<file path="config.mk">
export PLATFORM = sky130hd
export DESIGN_NAME = delay_sched
export DESIGN_NICKNAME = d
export VERILOG_FILES = /design/src/rtl/delay_sched_pkg.sv /design/src/rtl/delay_sched_slot.sv /design/src/rtl/delay_sched.sv
export SDC_FILE = /design/constraint.sdc
export NUM_CORES = 1
export LEC_CHECK = 0
export ABC_AREA = 1
export CORE_MARGIN = 2
export CORE_UTILIZATION = 65
export CTS_BUF_LIST = sky130_fd_sc_hd__clkbuf_2 sky130_fd_sc_hd__clkbuf_4 sky130_fd_sc_hd__clkbuf_8
export CTS_CLUSTER_DIAMETER = 120
export DETAILED_ROUTE_END_ITERATION = 7
export DONT_BUFFER_PORTS = 1
export GPL_TIMING_DRIVEN = 0
export PLACE_DENSITY = 0.81
export SYNTH_ARGS = -nofsm -noshare
export SYNTH_HDL_FRONTEND = slang
export SYNTH_SLANG_ARGS = --single-unit
</file>
<file path="constraint.sdc">
create_clock -name clk -period 3.7 [get_ports clk]
set_input_delay 0.37 -clock clk [delete_from_list [all_inputs] [get_ports clk]]
set_output_delay 0.37 -clock clk [all_outputs]
set_load 0.01 [all_outputs]
</file>
<file path="src/rtl/delay_sched_pkg.sv">
// delay_sched_pkg: shared widths, depth and entry type for the delay scheduler.
//    DATA_W  sample width
//    DLY_W   per-sample delay field width
//    DEPTH   in-flight entries (power of two, >= 2)
//    PTR_W   circular-buffer pointer width
//    entry_t one buffered sample with its remaining hold time
package delay_sched_pkg;
   localparam int DATA_W = 4;
   localparam int DLY_W  = 4;
   localparam int DEPTH  = 4;
   localparam int PTR_W  = $clog2(DEPTH);
   typedef struct packed {
      logic [DATA_W-1:0] data;
      logic [DLY_W-1:0]  remaining;
   } entry_t;
endpackage

</file>
<file path="src/rtl/delay_sched_slot.sv">
// delay_sched_slot: one buffer entry with load, saturating countdown, clear and zero flag.
//    clk, rst_n  clock and async active-low reset
//    flush_i     discard entry (highest priority)
//    load_i      write ent_i as a fresh entry (not decremented this edge)
//    pop_i       entry leaves the buffer
//    ent_i       entry to load
//    ent_o       stored entry
//    zero_o      remaining hold time has elapsed
module delay_sched_slot
   import delay_sched_pkg::*;
(
   input  logic   clk,
   input  logic   rst_n,
   input  logic   flush_i,
   input  logic   load_i,
   input  logic   pop_i,
   input  entry_t ent_i,
   output entry_t ent_o,
   output logic   zero_o
);
   logic   occ_q, occ_d;
   entry_t ent_q, ent_d;
   always_comb begin
      occ_d = flush_i ? 1'b0 : load_i ? 1'b1 : pop_i ? 1'b0 : occ_q;
      ent_d = ent_q;
      if (occ_q && ent_q.remaining != '0) ent_d.remaining = ent_q.remaining - 1'b1;
      if (load_i) ent_d = ent_i;
      if (flush_i) ent_d = '0;
   end
   always_ff @(posedge clk or negedge rst_n) begin
      if (!rst_n) begin
         occ_q <= 1'b0;
         ent_q <= '0;
      end else begin
         occ_q <= occ_d;
         ent_q <= ent_d;
      end
   end
   assign ent_o  = ent_q;
   assign zero_o = ent_q.remaining == '0;
endmodule

</file>
<file path="src/rtl/delay_sched.sv">
// delay_sched: in-order delay scheduler; each sample is held for its own delay, then released FIFO.
//    clk, rst_n           clock and async active-low reset
//    in_valid/in_ready    producer handshake; in_ready = !full, low until first edge after reset
//    in_data, in_delay    sample and its extra hold cycles
//    out_valid/out_ready  consumer handshake; head released once its delay elapsed
//    out_data             head sample, 0 when out_valid is low
//    flush                synchronous discard of everything (beats push and pop)
//    count, busy          occupancy and occupancy != 0
module delay_sched
   import delay_sched_pkg::*;
(
   input  logic              clk,
   input  logic              rst_n,
   input  logic              in_valid,
   output logic              in_ready,
   input  logic [DATA_W-1:0] in_data,
   input  logic [DLY_W-1:0]  in_delay,
   output logic              out_valid,
   input  logic              out_ready,
   output logic [DATA_W-1:0] out_data,
   input  logic              flush,
   output logic [PTR_W:0]    count,
   output logic              busy
);
   logic [PTR_W-1:0] wr_q, wr_d, rd_q, rd_d;
   logic [PTR_W:0]   cnt_q, cnt_d;
   logic             rdy_q, push, pop, empty, full;
   entry_t           ent [DEPTH];
   logic             zero [DEPTH];
   assign empty     = cnt_q == '0;
   assign full      = cnt_q == (PTR_W+1)'(DEPTH);
   // rdy_q holds in_ready low through reset and until the first edge after release
   assign in_ready  = rdy_q && !full;
   assign out_valid = !empty && zero[rd_q];
   assign out_data  = out_valid ? ent[rd_q].data : '0;
   assign push      = in_valid && in_ready && !flush;
   assign pop       = out_valid && out_ready && !flush;
   assign count     = cnt_q;
   assign busy      = !empty;
   always_comb begin
      wr_d  = flush ? '0 : wr_q + PTR_W'(push);
      rd_d  = flush ? '0 : rd_q + PTR_W'(pop);
      cnt_d = flush ? '0 : cnt_q + (PTR_W+1)'(push) - (PTR_W+1)'(pop);
   end
   always_ff @(posedge clk or negedge rst_n) begin
      if (!rst_n) begin
         wr_q  <= '0;
         rd_q  <= '0;
         cnt_q <= '0;
         rdy_q <= 1'b0;
      end else begin
         wr_q  <= wr_d;
         rd_q  <= rd_d;
         cnt_q <= cnt_d;
         rdy_q <= 1'b1;
      end
   end
   genvar g;
   generate
      for (g = 0; g < DEPTH; g++) begin : g_slot
         delay_sched_slot u_slot (
            .clk     (clk),
            .rst_n   (rst_n),
            .flush_i (flush),
            .load_i  (push && wr_q == PTR_W'(g)),
            .pop_i   (pop && rd_q == PTR_W'(g)),
            .ent_i   ('{data: in_data, remaining: in_delay}),
            .ent_o   (ent[g]),
            .zero_o  (zero[g])
         );
      end
   endgenerate
endmodule

</file>
==> run_results.csv <==
group,metric,value,unit
status,status,"finished clean",
synthesis,synth.cell_area,2681,µm²
global_route,grt_pass1_wl,9384,µm
timing,skew,0.003109,ns
placed_design,gp_congestion,0.8470,
timing,tns,0,ns
worst_setup_path,slowest_delay,0.40,ns
synthesis,syn_area_per_cell,7.795,µm²
route,routed_wl,5754,µm
synthesis,synth-edff-count,0,
synthesis,synthMuxAreaShare,0,%
timing,final_hold_viol_count,0,
worst_setup_path,cpMaxStageDelayCell,"dfrtp_1",
clocking,clock_latency,0.30,ns
pwr,ir_worst_vdd,0.3067,mV
timing,fmax,352.2,MHz
placed_design,dp_slack,0.8780,ns
global_route,grt_usage,27.75,%
cells_and_area,antenna_cells,0,
clocking,cts_tree,"built",
global_route,gr-total-overflow,0,
clocking,clock_sinks,44,
timing,fin_ws,0.8607,ns
route,drtPass1Iterations,5,
job,drv_cap,0,
route,drc,0,
die,die_area,4655,µm²
route,dr_total_vias,2234,
worst_setup_path,path_class,"reg -> reg",
die,die_w,68.23,µm
pwr,p_per_area,440.6,nW/µm²
synthesis,synth_seq_cells,44,
synthesis,synth_warnings,0,
clocking,cts_buffers,5,
global_route,antenna_found_initial,0,
timing,whs,0.2530,ns
timing,finalCritPeriodShare,76.74,%
worst_setup_path,cp.arrival,3.05,ns
synthesis,ys_types,37,
clocking,cts_max_level,2,
hold_path,hp-class,"in -> reg",
die,rows,23,
clocking,clk_path_buf_depth,2,
timing,setup_viol,0,
synthesis,synthCells,344,
worst_setup_path,cp_top_family,"simple AND/OR/NAND/NOR gates",
route,first_iter_violations,159,
global_route,grt_pass1_vias,2061,
die,core-area,3971,µm²
clocking,post_cts_resize_count,0,
worst_setup_path,cp_cell_sequence,"inv_1 -> ha_1 -> nand3_1 -> nand2_1 -> nand2_1 -> nor2_4 -> nand2_4 -> inv_2 -> nand2_1 -> nor2_1 -> ha_1 -> inv_1 -> ha_1 -> inv_1 -> fa_1 -> and3_1 -> nor3_1",
clocking,clkTransAtPathRegs,0.08,ns
timing,rsz0062_at_grt,"false",
route,ant_nets,0,
cells_and_area,num-nets-final,375,
cells_and_area,area_growth,7.373,%
worst_setup_path,critPathBufInv,4,
synthesis,synth_compound_area_share,9.146,%
timing,post-route-min-period,2.839,ns
pwr,power_leakage,1.489,nW
synthesis,synth-main-ff-cell,"dfrtp_1",
worst_setup_path,worstPathRequired,3.91,ns
synthesis,synth_top_family_by_area,"simple AND/OR/NAND/NOR gates",
synthesis,synth_xor_area_share,1.307,%
route,viasPerCell,5.530,
die,initial_core_util,67.52,%
route,wl_per_cell,14.24,µm
placed_design,place_hpwl,4131,µm
die,io_pins,23,
worst_setup_path,start_kind,"flop",
synthesis,synthSimpleGateAreaFrac,33.83,%
clocking,root_buffer,"clkbuf_8",
worst_setup_path,critPathMaxFanout,5,
synthesis,synth_fp_nets,366,
global_route,grt_start_max_net_pins,45,
worst_setup_path,end_kind,"flop",
die,die_h,68.23,µm
synthesis,ys_seq_area_share,41.06,%
synthesis,synthArstFlopShare,100.0,%
placed_design,io_buffers,0,
timing,drv_slew,0,
cells_and_area,layout-drive-gt1-share,10.45,%
synthesis,synthAdderAreaFrac,4.480,%
layout make-up:
cell class / count / area [µm²]
Multi-Input combinational cell: 239 / 1311
Sequential cell: 44 / 1101
Fill cell: 332 / 1092
Inverter: 52 / 196.4
Clock buffer: 8 / 97.59
Buffer: 9 / 72.57
Tap cell: 50 / 62.56
Timing Repair Buffer: 2 / 37.54
sequential cells by signal (all words and copies together), names as in the netlist:
register / cells
wr_q: 2
rdy_q: 1
g_slot.u_slot.ent_o: 32
rd_q: 2
g_slot.u_slot.occ_q: 4
count: 3
cell usage in the layout, fill, tap and decap left out, drive strengths merged:
| cell type | n |
|---|---|
| a22oi | 4 |
| and2 | 1 |
| xnor2 | 2 |
| nand4 | 17 |
| a21oi | 5 |
| nand3 | 34 |
| a31oi | 4 |
| nor3 | 1 |
| ha | 8 |
| dfrtp | 44 |
| a21boi | 1 |
| clkbuf | 9 |
| or2 | 1 |
| o21ai | 27 |
| xor2 | 2 |
| buf | 9 |
| fa | 1 |
| inv | 50 |
| nand3b | 5 |
| dlygate4sd3 | 1 |
| conb | 1 |
| nor2 | 26 |
| clkinv | 2 |
| nand2 | 98 |
| and3 | 1 |
worst paths after layout:
| kind | startpoint | end | slack (ns) | cells after the start |
|---|---|---|---|---|
| worst min register to register | g_slot[3].u_slot.ent_o[4] | g_slot[3].u_slot.ent_o[4] | 0.49 | 2 |
| worst max register to register | g_slot[2].u_slot.ent_o[0] | count[2] | 0.86 | 17 |
| worst min-delay path | out_ready | g_slot[2].u_slot.occ_q | 0.25 | 3 |
| min in group asynchronous | rst_n | count[2] | 0.58 | 2 |
| worst max-delay path | g_slot[2].u_slot.ent_o[0] | count[2] | 0.86 | 17 |
| max in group asynchronous | rst_n | g_slot[2].u_slot.ent_o[4] | 2.93 | 2 |
where the power goes:
group / switching [mW] / total (mW) / internal (mW)
clock: 0.159 / 0.326 / 0.167
combinational: 0.221 / 0.361 / 0.140
sequential: 0.0511 / 0.582 / 0.531
synthesized netlist by cell type, types with 2 or more instances:
cell | count | area, µm²
nand2_2 | 2 | 12.51
nand3_1 | 33 | 165.2
o21ai_1 | 7 | 35.03
nor2_1 | 22 | 82.58
buf_6 | 3 | 33.78
nand4_4 | 2 | 42.54
a22oi_1 | 4 | 30.03
inv_2 | 3 | 11.26
nand3b_1 | 5 | 37.54
xnor2_1 | 2 | 17.52
dfrtp_1 | 44 | 1101
o21ai_0 | 20 | 100.1
a21oi_1 | 4 | 20.02
nor2_4 | 2 | 22.52
ha_1 | 8 | 100.1
nand4_1 | 15 | 93.84
xor2_1 | 2 | 17.52
nand2_4 | 4 | 45.04
inv_1 | 47 | 176.4
nand2_1 | 92 | 345.3
a31oi_1 | 4 | 25.02
buf_2 | 4 | 20.02
logic make-up after synthesis:
logic type | count (synthesis)
adder cells (fa/ha/maj) | 9
buffers and inverters | 61
AND/OR/NAND/NOR | 184
other | 1
XOR/XNOR | 4
flip-flops | 44
AO/OA/AOI/OAI | 41
worst register-to-register path, stage by stage (launching register included):
cell     delay [ns]
dfrtp_1        0.40
inv_1          0.11
ha_1           0.19
nand3_1        0.14
nand2_1        0.09
nand2_1        0.08
nor2_4         0.16
nand2_4        0.09
inv_2          0.09
nand2_1        0.05
nor2_1         0.18
ha_1           0.27
inv_1          0.05
ha_1           0.13
inv_1          0.05
fa_1           0.37
and3_1         0.17
nor3_1         0.14
through the flow:
step	cells	instance area [µm²]	utilization [%]	total power, mW
floorplan	344	2681	-	0.8624
global placement	394	2744	69.09	0.9178
detailed placement	394	2744	69.09	0.9321
CTS	404	2879	72.50	1.269
global route	404	2879	72.50	1.351
finish	404	2879	72.50	1.269
routing by layer:
layer	track usage [%]	part of all wire, %
met1	32.59	44
met2	47.69	49
met3	7.895	5.5
met4	11.00	2.0
met5	0	0
repair_timing:
action	CTS	global route
buffers inserted	0	0
hold endpoints to repair	44	0
hold buffers	2	0
No activity file was read; power rests on OpenSTA's default activity.
